$ cat config.mk
export PLATFORM = sky130hd
export DESIGN_NAME = spi_master_ctrl
export DESIGN_NICKNAME = d
export VERILOG_FILES = /design/src/rtl/spi_master_ctrl.sv
export SDC_FILE = /design/constraint.sdc
export NUM_CORES = 1
export LEC_CHECK = 0
export CAP_MARGIN = 10
export CORE_MARGIN = 2
export CORE_UTILIZATION = 25
export CTS_BUF_LIST = sky130_fd_sc_hd__clkbuf_8
export CTS_CLUSTER_DIAMETER = 100
export DETAILED_ROUTE_END_ITERATION = 10
export SYNTH_ARGS = -nofsm -noshare
export SYNTH_HDL_FRONTEND = slang
export SYNTH_SLANG_ARGS = --single-unit
$ cat constraint.sdc
create_clock -name clk -period 3.2 [get_ports clk]
set_input_delay 0.64 -clock clk [delete_from_list [all_inputs] [get_ports clk]]
set_output_delay 0.64 -clock clk [all_outputs]
set_load 0.02 [all_outputs]
$ cat src/rtl/spi_master_ctrl.sv
// SPI master frame controller: one command per frame (control bit, 10-bit op/data shift),
// optional read-data wait and 8-bit receive, followed by a ss_n-high gap.
module spi_master_ctrl #(
  parameter int RD_LATENCY = 2,
  parameter int IDLE_GAP   = 1
) (
  input  logic       clk,
  input  logic       rst_n,
  input  logic       cmd_valid,
  output logic       cmd_ready,
  input  logic [1:0] cmd_op,
  input  logic [7:0] cmd_data,
  output logic       rd_valid,
  output logic [7:0] rd_data,
  output logic       busy,
  output logic       ss_n,
  output logic       mosi,
  input  logic       miso
);

  localparam logic [2:0] IDLE  = 3'd0;
  localparam logic [2:0] CTRL  = 3'd1;
  localparam logic [2:0] SHIFT = 3'd2;
  localparam logic [2:0] WAIT  = 3'd3;
  localparam logic [2:0] RECV  = 3'd4;
  localparam logic [2:0] GAP   = 3'd5;

  localparam logic [3:0] WAIT_LAST = (RD_LATENCY > 0) ? 4'(RD_LATENCY - 1) : 4'd0;
  localparam logic [3:0] GAP_LAST  = 4'(IDLE_GAP - 1);

  logic [2:0] state_q, state_d;
  logic [3:0] cnt_q, cnt_d;
  logic [9:0] sr_q, sr_d;
  logic [1:0] op_q, op_d;
  logic [7:0] rx_q, rx_d;
  logic [7:0] rd_data_q, rd_data_d;
  logic       rd_valid_q, rd_valid_d;
  logic       ss_n_q, ss_n_d;
  logic       mosi_q, mosi_d;

  assign cmd_ready = (state_q == IDLE);
  assign busy      = ~cmd_ready;
  assign ss_n      = ss_n_q;
  assign mosi      = mosi_q;
  assign rd_valid  = rd_valid_q;
  assign rd_data   = rd_data_q;

  // Pin outputs are computed one cycle ahead so they come straight from flops.
  always_comb begin
    state_d    = state_q;
    cnt_d      = cnt_q;
    sr_d       = sr_q;
    op_d       = op_q;
    rx_d       = rx_q;
    rd_data_d  = rd_data_q;
    rd_valid_d = 1'b0;
    ss_n_d     = ss_n_q;
    mosi_d     = 1'b0;
    case (state_q)
      IDLE: begin
        ss_n_d = 1'b1;
        if (cmd_valid) begin
          state_d = CTRL;
          sr_d    = {cmd_op, cmd_data};
          op_d    = cmd_op;
          cnt_d   = 4'd0;
          ss_n_d  = 1'b0;
          mosi_d  = cmd_op[1];
        end
      end
      CTRL: begin
        state_d = SHIFT;
        cnt_d   = 4'd0;
        mosi_d  = sr_q[9];
        sr_d    = {sr_q[8:0], 1'b0};
      end
      SHIFT: begin
        if (cnt_q == 4'd9) begin
          cnt_d = 4'd0;
          if (op_q == 2'b11) begin
            state_d = (RD_LATENCY == 0) ? RECV : WAIT;
            ss_n_d  = 1'b0;
          end else begin
            state_d = GAP;
            ss_n_d  = 1'b1;
          end
        end else begin
          cnt_d  = cnt_q + 4'd1;
          mosi_d = sr_q[9];
          sr_d   = {sr_q[8:0], 1'b0};
        end
      end
      WAIT: begin
        if (cnt_q == WAIT_LAST) begin
          state_d = RECV;
          cnt_d   = 4'd0;
        end else begin
          cnt_d = cnt_q + 4'd1;
        end
      end
      RECV: begin
        rx_d = {rx_q[6:0], miso};
        if (cnt_q == 4'd7) begin
          state_d    = GAP;
          cnt_d      = 4'd0;
          rd_data_d  = {rx_q[6:0], miso};
          rd_valid_d = 1'b1;
          ss_n_d     = 1'b1;
        end else begin
          cnt_d = cnt_q + 4'd1;
        end
      end
      GAP: begin
        ss_n_d = 1'b1;
        if (cnt_q == GAP_LAST) begin
          state_d = IDLE;
          cnt_d   = 4'd0;
        end else begin
          cnt_d = cnt_q + 4'd1;
        end
      end
      default: begin
        state_d = IDLE;
        cnt_d   = 4'd0;
        ss_n_d  = 1'b1;
      end
    endcase
  end

  always_ff @(posedge clk or negedge rst_n) begin
    if (!rst_n) begin
      state_q    <= IDLE;
      cnt_q      <= 4'd0;
      sr_q       <= 10'd0;
      op_q       <= 2'b00;
      rx_q       <= 8'h00;
      rd_data_q  <= 8'h00;
      rd_valid_q <= 1'b0;
      ss_n_q     <= 1'b1;
      mosi_q     <= 1'b0;
    end else begin
      state_q    <= state_d;
      cnt_q      <= cnt_d;
      sr_q       <= sr_d;
      op_q       <= op_d;
      rx_q       <= rx_d;
      rd_data_q  <= rd_data_d;
      rd_valid_q <= rd_valid_d;
      ss_n_q     <= ss_n_d;
      mosi_q     <= mosi_d;
    end
  end

endmodule

After elaboration in Yosys (flattened, before gate mapping)

Index checks and enable logic that the tools add are counted.
W data, S select, Z words.

Register bits: 37
Input port bits: 14
Output and inout port bits: 13

Reductions and logical operators: 9
Multiplexer cells: 26
Equal/unequal tests: 15
Bitwise operators: 2
$add $sub $neg: 1

Operators by type and width:

| kind                  | number |
|---|---|
| $pmux W10 S3          | 1 |
| $mux W10              | 2 |
| $mux W4               | 5 |
| $pmux W4 S5           | 1 |
| $mux W3               | 6 |
| $pmux W3 S6           | 1 |
| $ne A2 B2 Y1 const B  | 6 |
| $mux W1               | 8 |
| $eq A3 B2 Y1 const B  | 2 |
| $eq A3 B3 Y1 const B  | 2 |
| $reduce_and A3 Y1     | 2 |
| $reduce_and A5 Y1     | 1 |
| $add A4 B1 Y4 const B | 1 |
| $eq A4 B1 Y1 const B  | 1 |
| $eq A4 B3 Y1 const B  | 1 |
| $eq A4 B4 Y1 const B  | 1 |
| $logic_not A4 Y1      | 1 |
| $pmux W1 S4           | 1 |
| $reduce_and A2 Y1     | 2 |
| $eq A3 B1 Y1 const B  | 1 |
| $logic_not A3 Y1      | 1 |
| $pmux W1 S3           | 1 |
| $reduce_bool A3 Y1    | 1 |
| $eq A2 B2 Y1 const B  | 1 |
| other kinds (2)       | 3 |

Logic depth before layout (Yosys ltp)

Gate-level depths: netlist (run 1).

Depth in word-level cells: 4
Mapped depth: 6

Least setup slack after synthesis (run 1)

OpenSTA, ideal clock, no wires.

Path type: reg2out
Start: reg state_q[0]
End: out busy
Path buffers: 1
Stages on the path, launching flop included: 4
Setup slack: 1.055 ns
Arrival time: 1.505 ns
Path through: dfrtp_1 clkbuf_1 nor3_1 inv_1

Word-level cells in the longest chain between the ends: 2

RTL lines:

| item                   | line | RTL |
|---|---|---|
| start, declared        | 31   | `logic [2:0] state_q, state_d;` |
| start signal, assigned | 142  | `state_q <= state_d;` |
| $logic_not A3 Y1       | 41   | `assign cmd_ready = (state_q == IDLE);` |
| named net cmd_ready    | 10   | `output logic cmd_ready,` |
| $not A1 Y1             | 42   | `assign busy = ~cmd_ready;` |
| end, declared          | 15   | `output logic busy,` |

The timed path passes the listed nets, and every way through them passes these cells.

Worst setup path in the final report (run 1)

Start: reg state_q[1]
End: out cmd_ready

Word-level cells in the longest chain between the ends: 1

RTL lines:

| item             | line |
|---|---|
| $logic_not A3 Y1 | 41 |
| end, declared    | 10 |

Every way passes these cells.

==> impl_results.html, run 1 <==
<table>
<tr><th>Metric</th><th>Value</th></tr>
<tr><th colspan="2">Route</th></tr>
<tr><td>Number of vias after detailed routing</td><td>1,151</td></tr>
<tr><td>DRC errors left</td><td>0</td></tr>
<tr><td>Antenna-violating nets left</td><td>0</td></tr>
<tr><td>First DRT Iteration DRCs</td><td>76</td></tr>
<tr><td>Average via count per standard cell</td><td>4.23</td></tr>
<tr><td>Number of iterations in the first detailed-routing pass</td><td>4</td></tr>
<tr><td>Total length of routed wires</td><td>3.29 mm</td></tr>
<tr><td>Per-cell routed wire length</td><td>12.1 µm</td></tr>
<tr><th colspan="2">Hold path</th></tr>
<tr><td>Hold/Removal Path Class</td><td>input port to async pin</td></tr>
<tr><th colspan="2">Global routing</th></tr>
<tr><td>Via count of the first global-routing pass</td><td>1,165</td></tr>
<tr><td>Initial antenna violation count</td><td>0</td></tr>
<tr><td>Global-route wire length before repair</td><td>5.55 mm</td></tr>
<tr><td>Total congestion overflow</td><td>0</td></tr>
<tr><td>All-layer global routing usage</td><td>0.0845</td></tr>
<tr><td>Largest net degree at the start of global routing</td><td>38</td></tr>
<tr><th colspan="2">Critical path</th></tr>
<tr><td>Arrival time worst endpoint</td><td>2010 ps</td></tr>
<tr><td>Critical Path Fanout Max</td><td>17</td></tr>
<tr><td>R2r setup slk</td><td>1060 ps</td></tr>
<tr><td>Worst R2R Start</td><td>state_q[1]</td></tr>
<tr><td>Critical path data required time</td><td>2560 ps</td></tr>
<tr><td>Worst setup path startpoint</td><td>state_q[1]</td></tr>
<tr><td>Slowest cell on the critical path</td><td>clkdlybuf4s50_1</td></tr>
<tr><td>Largest stage delay on the critical path</td><td>680 ps</td></tr>
<tr><td>Critical path capture point type</td><td>primary output</td></tr>
<tr><td>Number of buffers and inverters on the critical path</td><td>1</td></tr>
<tr><td>Critical path cell sequence</td><td>nor3_1, clkdlybuf4s50_1</td></tr>
<tr><td>Worst Path Class, Setup</td><td>flip-flop to primary output</td></tr>
<tr><td>Type of element launching the critical path</td><td>flip-flop</td></tr>
<tr><td>Largest delay contributor family on the critical path</td><td>buffers and inverters</td></tr>
<tr><th colspan="2">Logic synthesis</th></tr>
<tr><td>Leading area contributor after synthesis</td><td>dfrtp_1</td></tr>
<tr><td>Synth Area in Compound Gates</td><td>0.0842</td></tr>
<tr><td>Post-synthesis sequential area ratio</td><td>0.495</td></tr>
<tr><td>Share of the synthesized netlist area taken by xor and xnor gates</td><td>0.0140</td></tr>
<tr><td>Main flop type after synthesis</td><td>dfrtp_1</td></tr>
<tr><td>EDFF count, synth</td><td>0</td></tr>
<tr><td>Area of the mapped netlist</td><td>1870 µm²</td></tr>
<tr><td>Number of nets in the synthesized netlist</td><td>163</td></tr>
<tr><td>Share of flip-flops with an asynchronous set or reset</td><td>1.00</td></tr>
<tr><td>Post-Synth Simple-Gate Area</td><td>0.125</td></tr>
<tr><td>Count of unique library cells instantiated by Yosys</td><td>42</td></tr>
<tr><td>Dominant combinational cell family by area after synthesis</td><td>multiplexers</td></tr>
<tr><td>Average size of a mapped cell</td><td>12.8 µm²</td></tr>
<tr><td>Number of warnings printed during yosys synthesis</td><td>0</td></tr>
<tr><td>Portion of netlist area occupied by mux cells</td><td>0.220</td></tr>
<tr><td>Cells after synthesis</td><td>146</td></tr>
<tr><td>Yosys top cell area share</td><td>0.481</td></tr>
<tr><td>Count of state elements after synthesis</td><td>37</td></tr>
<tr><td>Cell types occupying the most area after synthesis</td><td>dfrtp_1, mux2_2, mux2_4, ha_1, nand2_1</td></tr>
<tr><td>Adder-cell share of the synthesized area</td><td>0.0200</td></tr>
<tr><th colspan="2">Finish</th></tr>
<tr><td>Fraction of final layout cells with drive strength greater than 1</td><td>0.277</td></tr>
<tr><td>Commonest non-fill, non-tap cell in the layout</td><td>dfrtp_1</td></tr>
<tr><td>Final cell utilization of the core</td><td>0.315</td></tr>
<tr><td>Most frequent cells in the layout</td><td>dfrtp_1, mux2_2, clkdlybuf4s50_1, nand2_1, mux2_4</td></tr>
<tr><td>Seq. cell area</td><td>927 µm²</td></tr>
<tr><td>Filler-free cell count of the finished design</td><td>272</td></tr>
<tr><td>Nets@finish</td><td>190</td></tr>
<tr><td>Post-route cell area</td><td>2290 µm²</td></tr>
<tr><td>Fillcell total</td><td>754</td></tr>
<tr><td>Area growth, synth to finish</td><td>22.1%</td></tr>
<tr><td>Multi-input logic area</td><td>868 µm²</td></tr>
<tr><td>Number of diodes added for antenna fixing</td><td>0</td></tr>
<tr><th colspan="2">Run status</th></tr>
<tr><td>Result of the run</td><td>finished clean</td></tr>
<tr><th colspan="2">Timing</th></tr>
<tr><td>Final hold violation count</td><td>0</td></tr>
<tr><td>Count of pins over their slew limit</td><td>0</td></tr>
<tr><td>RSZ-0062 raised after global routing</td><td>false</td></tr>
<tr><td>Measured slew at the worst slew-check pin</td><td>835 ps</td></tr>
<tr><td>Final sum of negative setup slack</td><td>0 ps</td></tr>
<tr><td>Highest clock rate</td><td>0.377 GHz</td></tr>
<tr><td>Final clock period utilization by the worst path</td><td>0.830</td></tr>
<tr><td>Worst Clk Skew</td><td>8.95 ps</td></tr>
<tr><td>Final setup vio count</td><td>0</td></tr>
<tr><td>Post-route minimum period</td><td>2650 ps</td></tr>
<tr><td>Worst max-slew margin expressed relative to the limit</td><td>0.443</td></tr>
<tr><th colspan="2">Power</th></tr>
<tr><td>Reg power frac</td><td>0.415</td></tr>
<tr><td>Max IR drop VDD</td><td>0.300 mV</td></tr>
<tr><td>Share of total power in the clock network</td><td>0.171</td></tr>
<tr><td>Static leakage power</td><td>0.000971 µW</td></tr>
<tr><td>Internal</td><td>1240 µW</td></tr>
<tr><td>Net Sw Power</td><td>670 µW</td></tr>
<tr><td>Power density cells</td><td>834 nW/µm²</td></tr>
<tr><td>Comb pwr share</td><td>0.414</td></tr>
<tr><td>Total Power</td><td>1910 µW</td></tr>
<tr><td>Fraction of power spent switching nets</td><td>0.351</td></tr>
<tr><th colspan="2">Clock network</th></tr>
<tr><td>Number of clock sinks</td><td>37</td></tr>
<tr><td>Clock tree from TritonCTS</td><td>built</td></tr>
<tr><td>Insertion delay of the later-clocked pin in the worst-skew pair</td><td>290 ps</td></tr>
<tr><td># Post-CTS Setup Buffers</td><td>0</td></tr>
<tr><td>Number of buffers created by CTS</td><td>5</td></tr>
<tr><td>H-Tree Level Count</td><td>2</td></tr>
<tr><td>Clk slew on worst S/H paths</td><td>80 ps</td></tr>
<tr><td># resized after CTS</td><td>0</td></tr>
<tr><td>Library cell used as clock root buffer</td><td>clkbuf_8</td></tr>
<tr><td>Total of hold buffers inserted after clock tree synthesis</td><td>0</td></tr>
<tr><td>Number of buffers between clock root and the deepest sink</td><td>2</td></tr>
<tr><th colspan="2">Placed design</th></tr>
<tr><td>Routability Congestion</td><td>0.806</td></tr>
<tr><td>Placed cell areas</td><td>2200 µm²</td></tr>
<tr><td>Post-placement cell count</td><td>265</td></tr>
<tr><td>Post-detail-place hpwl</td><td>2.27 mm</td></tr>
<tr><td>Count of input and output buffers</td><td>26</td></tr>
<tr><th colspan="2">Die</th></tr>
<tr><td>Starting Density</td><td>0.258</td></tr>
<tr><td>Std cell rows</td><td>31</td></tr>
<tr><td>Overall die area</td><td>8200 µm²</td></tr>
<tr><td>Die Ht</td><td>90.6 µm</td></tr>
<tr><td>DIE WIDTH</td><td>90.6 µm</td></tr>
<tr><td>Io pins</td><td>27</td></tr>
<tr><td>Area of the placeable core</td><td>7250 µm²</td></tr>
<tr><th colspan="2">Job</th></tr>
<tr><td>Max-cap violations</td><td>0</td></tr>
</table>
logic make-up after synthesis:
group,Yosys count
flip-flops,37
XOR/XNOR,3
AO/OA/AOI/OAI,20
AND/OR/NAND/NOR,37
buffers and inverters,12
adder cells (fa/ha/maj),3
multiplexers,34
path summary, 6_finish.rpt:
path                              end  cells after the start
max in group asynchronous    cnt_q[1]                      1
max                         cmd_ready                      2
min in group clk           rd_data[7]                      1
min                        rd_data[2]                      1
min reg2reg                rd_data[7]                      1
max reg2reg                rd_data[3]                      3
cell usage after synthesis (2+ instances only):
cell      instances
dfrtp_1          36
buf_6             2
clkbuf_1          2
nor4_1            2
o21ai_0           4
nor2_1            5
nand3_1           2
and3b_1           2
nor3_1            4
a21oi_1           3
nor2b_1           2
nand2b_4          2
nor3b_1           2
mux2_2           25
xor2_1            3
o31ai_1           2
ha_1              3
mux2_4            8
nand2_1          10
inv_1             5
layout make-up:
type,instances,share of cell area
repair buffers,27,0.115
inverters,5,0.00821
well taps,99,0.0542
clock inverters,1,0.00164
flip-flops and latches,37,0.405
clock buffers,6,0.0361
multi-input cells,97,0.380
routing by layer:
layer  share of wire  global-route usage
met1            0.49               0.108
met2            0.48               0.134
met3           0.028              0.0225
met4           0.010              0.0372
met5               0                   0
power by group through the flow:
stage | Sequential (µW) | Clock (µW) | Combinational (µW)
6_report | 791 | 325 | 791
4_1_cts | 791 | 340 | 806
5_1_grt | 823 | 360 | 876
3_3_place_gp | 794 | 0 | 789
3_5_place_dp | 800 | 0 | 803
2_1_floorplan | 725 | 0 | 693
registers in the layout, summed over array words and instances (netlist names):
signal    flops
rx_q          7
rd_valid      1
rd_data       8
sr_q         10
cnt_q         4
op_q          2
state_q       3
ss_n          1
mosi          1
worst reg2reg max path, cell delays in order (launching register included):
cell     delay (ps)
dfrtp_1         590
or3b_1          670
nor2b_4         410
mux2_4          340
through the flow:
stage / hold slack [ps] / setup slack [ps]
floorplan: 344 / 1050
global placement: 484 / 898
detailed placement: 493 / 870
CTS: 492 / 551
global route: 529 / 435
finish: 457 / 545
(Power assumes the default switching activity.)
==> run 2: changes to the inputs <==
Clock period 3.2 ns to 2.3 ns, I/O delays scaled along.
==> run 2 against run 1 <==
Hold slack worse by 180 ps; setup slack worse by 380 ps; global-route usage grew 0.39 points; clock power grew 33%; sequential share of layout area fell by 0.68 points; via count rose by 1.7%; critical path depth is the same; combinational power increased by 58%; total power up 42%; largest cell class unchanged.
==> impl_results.html, run 2 (synthesis results as in run 1) <==
<table>
<tr><th>Metric</th><th>Value</th></tr>
<tr><th colspan="2">Run status</th></tr>
<tr><td>Result of the run</td><td>finished clean (unchanged)</td></tr>
<tr><th colspan="2">Clock network</th></tr>
<tr><td>Insertion delay of the later-clocked pin in the worst-skew pair</td><td>290 ps (about the same)</td></tr>
<tr><td>H-Tree Level Count</td><td>2 (unchanged)</td></tr>
<tr><td>Clk slew on worst S/H paths</td><td>80 ps (about the same)</td></tr>
<tr><td>Library cell used as clock root buffer</td><td>clkbuf_8 (unchanged)</td></tr>
<tr><td>Number of clock sinks</td><td>37 (unchanged)</td></tr>
<tr><td>Number of buffers between clock root and the deepest sink</td><td>2 (unchanged)</td></tr>
<tr><td>Number of buffers created by CTS</td><td>5 (unchanged)</td></tr>
<tr><td>Clock tree from TritonCTS</td><td>built (unchanged)</td></tr>
<tr><th colspan="2">Die</th></tr>
<tr><td>Overall die area</td><td>8200 µm² (unchanged)</td></tr>
<tr><td>Area of the placeable core</td><td>7250 µm² (unchanged)</td></tr>
<tr><td>DIE WIDTH</td><td>90.6 µm (unchanged)</td></tr>
<tr><td>Die Ht</td><td>90.6 µm (unchanged)</td></tr>
<tr><td>Starting Density</td><td>0.258 (unchanged)</td></tr>
<tr><td>Std cell rows</td><td>31 (unchanged)</td></tr>
<tr><td>Io pins</td><td>27 (unchanged)</td></tr>
<tr><th colspan="2">Timing</th></tr>
<tr><td>Worst max-slew margin expressed relative to the limit</td><td>0.432 (was 0.443)</td></tr>
<tr><td>Final worst hold slack</td><td>276 ps (was 457 ps)</td></tr>
<tr><td>RSZ-0062 raised after global routing</td><td>false (unchanged)</td></tr>
<tr><td>Final hold violation count</td><td>0 (unchanged)</td></tr>
<tr><td>Measured slew at the worst slew-check pin</td><td>852 ps (was 835 ps)</td></tr>
<tr><td>Final setup vio count</td><td>0 (unchanged)</td></tr>
<tr><td>Count of pins over their slew limit</td><td>0 (unchanged)</td></tr>
<tr><td>Final clock period utilization by the worst path</td><td>0.930</td></tr>
<tr><td>Highest clock rate</td><td>0.468 GHz</td></tr>
<tr><td>Worst Clk Skew</td><td>6.59 ps (was 8.95 ps)</td></tr>
<tr><td>Final sum of negative setup slack</td><td>0 ps (unchanged)</td></tr>
<tr><td>Post-route minimum period</td><td>2140 ps</td></tr>
<tr><th colspan="2">Placed design</th></tr>
<tr><td>Placed cell areas</td><td>2240 µm² (was 2200 µm²)</td></tr>
<tr><td>Post-detail-place hpwl</td><td>2.37 mm (was 2.27 mm)</td></tr>
<tr><td>Routability Congestion</td><td>0.765 (was 0.806)</td></tr>
<tr><td>Count of input and output buffers</td><td>26 (unchanged)</td></tr>
<tr><th colspan="2">Power</th></tr>
<tr><td>Power density cells</td><td>1160 nW/µm² (was 834 nW/µm²)</td></tr>
<tr><td>Total Power</td><td>2710 µW (was 1910 µW)</td></tr>
<tr><td>Static leakage power</td><td>0.000997 µW (was 0.000971 µW)</td></tr>
<tr><td>Max IR drop VDD</td><td>0.451 mV (was 0.300 mV)</td></tr>
<tr><th colspan="2">Critical path</th></tr>
<tr><td>Worst setup path startpoint</td><td>state_q[2] (was state_q[1])</td></tr>
<tr><td>Worst Path Class, Setup</td><td>flip-flop to primary output (unchanged)</td></tr>
<tr><td>Critical path capture point type</td><td>primary output (unchanged)</td></tr>
<tr><td>Worst R2R Start</td><td>cnt_q[1] (was state_q[1])</td></tr>
<tr><td>Critical path cell sequence</td><td>nor3_2, clkdlybuf4s50_1 (was nor3_1, clkdlybuf4s50_1)</td></tr>
<tr><td>Critical Path Fanout Max</td><td>4 (was 17)</td></tr>
<tr><td>Type of element launching the critical path</td><td>flip-flop (unchanged)</td></tr>
<tr><td>Critical path data required time</td><td>1840 ps (was 2560 ps)</td></tr>
<tr><td>Largest stage delay on the critical path</td><td>670 ps (was 680 ps)</td></tr>
<tr><td>Slowest cell on the critical path</td><td>clkdlybuf4s50_1 (unchanged)</td></tr>
<tr><td>Arrival time worst endpoint</td><td>1680 ps (was 2010 ps)</td></tr>
<tr><th colspan="2">Finish</th></tr>
<tr><td>Nets@finish</td><td>195 (was 190)</td></tr>
<tr><td>Biggest register</td><td>sr_q (unchanged)</td></tr>
<tr><td>Fillcell total</td><td>755 (was 754)</td></tr>
<tr><td>Most frequent cells in the layout</td><td>dfrtp_1, mux2_2, clkdlybuf4s50_1, nand2_1, mux2_4 (unchanged)</td></tr>
<tr><td>Fraction of final layout cells with drive strength greater than 1</td><td>0.307 (was 0.277)</td></tr>
<tr><td>Seq. cell area</td><td>927 µm² (unchanged)</td></tr>
<tr><td>Commonest non-fill, non-tap cell in the layout</td><td>dfrtp_1 (unchanged)</td></tr>
<tr><td>Number of diodes added for antenna fixing</td><td>0 (unchanged)</td></tr>
<tr><td>Flip-flop count of the largest register, all copies and words added</td><td>10 (unchanged)</td></tr>
<tr><td>Multi-input logic area</td><td>873 µm² (was 868 µm²)</td></tr>
<tr><td>Post-route cell area</td><td>2330 µm² (was 2290 µm²)</td></tr>
<tr><td>Final cell utilization of the core</td><td>0.321 (was 0.315)</td></tr>
<tr><td>Area growth, synth to finish</td><td>24.2% (was 22.1%)</td></tr>
<tr><th colspan="2">Route</th></tr>
<tr><td>DRC errors left</td><td>0 (unchanged)</td></tr>
<tr><td>Number of iterations in the first detailed-routing pass</td><td>4 (unchanged)</td></tr>
<tr><td>Number of vias after detailed routing</td><td>1,171 (was 1,151)</td></tr>
<tr><td>Total length of routed wires</td><td>3.44 mm (was 3.29 mm)</td></tr>
<tr><td>Antenna-violating nets left</td><td>0 (unchanged)</td></tr>
<tr><td>First DRT Iteration DRCs</td><td>86 (was 76)</td></tr>
<tr><td>Average via count per standard cell</td><td>4.21 (was 4.23)</td></tr>
<tr><td>Per-cell routed wire length</td><td>12.4 µm (was 12.1 µm)</td></tr>
<tr><th colspan="2">Global routing</th></tr>
<tr><td>Total congestion overflow</td><td>0 (unchanged)</td></tr>
<tr><td>All-layer global routing usage</td><td>0.0884 (was 0.0845)</td></tr>
<tr><td>Initial antenna violation count</td><td>0 (unchanged)</td></tr>
<tr><td>Via count of the first global-routing pass</td><td>1,208 (was 1,165)</td></tr>
<tr><td>Largest net degree at the start of global routing</td><td>38 (unchanged)</td></tr>
<tr><td>Global-route wire length before repair</td><td>5.78 mm (was 5.55 mm)</td></tr>
<tr><th colspan="2">Hold path</th></tr>
<tr><td>Hold/Removal Path Class</td><td>input port to async pin (unchanged)</td></tr>
<tr><th colspan="2">Job</th></tr>
<tr><td>Max-cap violations</td><td>0 (unchanged)</td></tr>
</table>
## run 2: changes by cell type in the layout (fill, tap and decap cells not counted), sizes merged
cell / before / now
clkinv: 0 / 2
buf: 2 / 7
clkbuf: 6 / 5
## run 2: path summary, 6_finish.rpt
path	endpoint	slack [ps]	depth (start not counted)
max reg2reg	sr_q[6]	390	6
max in group asynchronous	cnt_q[0]	1480	1
min reg2reg	sr_q[2]	510	1
max	cmd_ready	160	2
min	rd_data[3]	280	1
min in group clk	sr_q[2]	510	1
## run 2: critical path: cells and delay by family (launching register included)
family,cells,cell delay (ps)
flops,1,400
buf+inv,1,670
simple gates,1,330
## run 2: layout make-up
cell class | count | share of cell area
flip-flops and latches | 37 | 0.399
well taps | 99 | 0.0533
clock inverters | 3 | 0.00592
clock buffers | 5 | 0.0296
multi-input cells | 97 | 0.375
inverters | 5 | 0.00807
repair buffers | 32 | 0.129
## run 2: per-layer routing
| metal | GRT usage | vias up | part of all wire |
|---|---|---|---|
| met4 | 0.0385 | 0 | 0.016 |
| met1 | 0.116 | 565 | 0.46 |
| met2 | 0.136 | 16 | 0.49 |
| li1 | - | 583 | - |
| met5 | 0 | - | 0 |
| met3 | 0.0259 | 7 | 0.037 |
## run 2: power by group
group          total [µW]  switching (µW)  internal (µW)
clock network         433             227            206
logic                1250             593            661
registers            1020             140            883
## run 2: repair_timing
action,CTS,global route
gates resized for setup,0,1
setup endpoints to repair,0,1
hold buffers,0,0
endpoints found under the hold margin,0,0
setup buffers,0,0
## run 2: through the flow
stage	instances	setup WS [ps]
floorplan	146	335
global placement	270	275
detailed placement	270	248
CTS	278	23.5
global route	278	76.2
finish	278	162
==> run 3: changes to the inputs <==
Settings changed: GPL_ROUTABILITY_DRIVEN from default to 1.
==> results of run 3 <==
Final layout, timing and power as in run 2 (identical DEF).
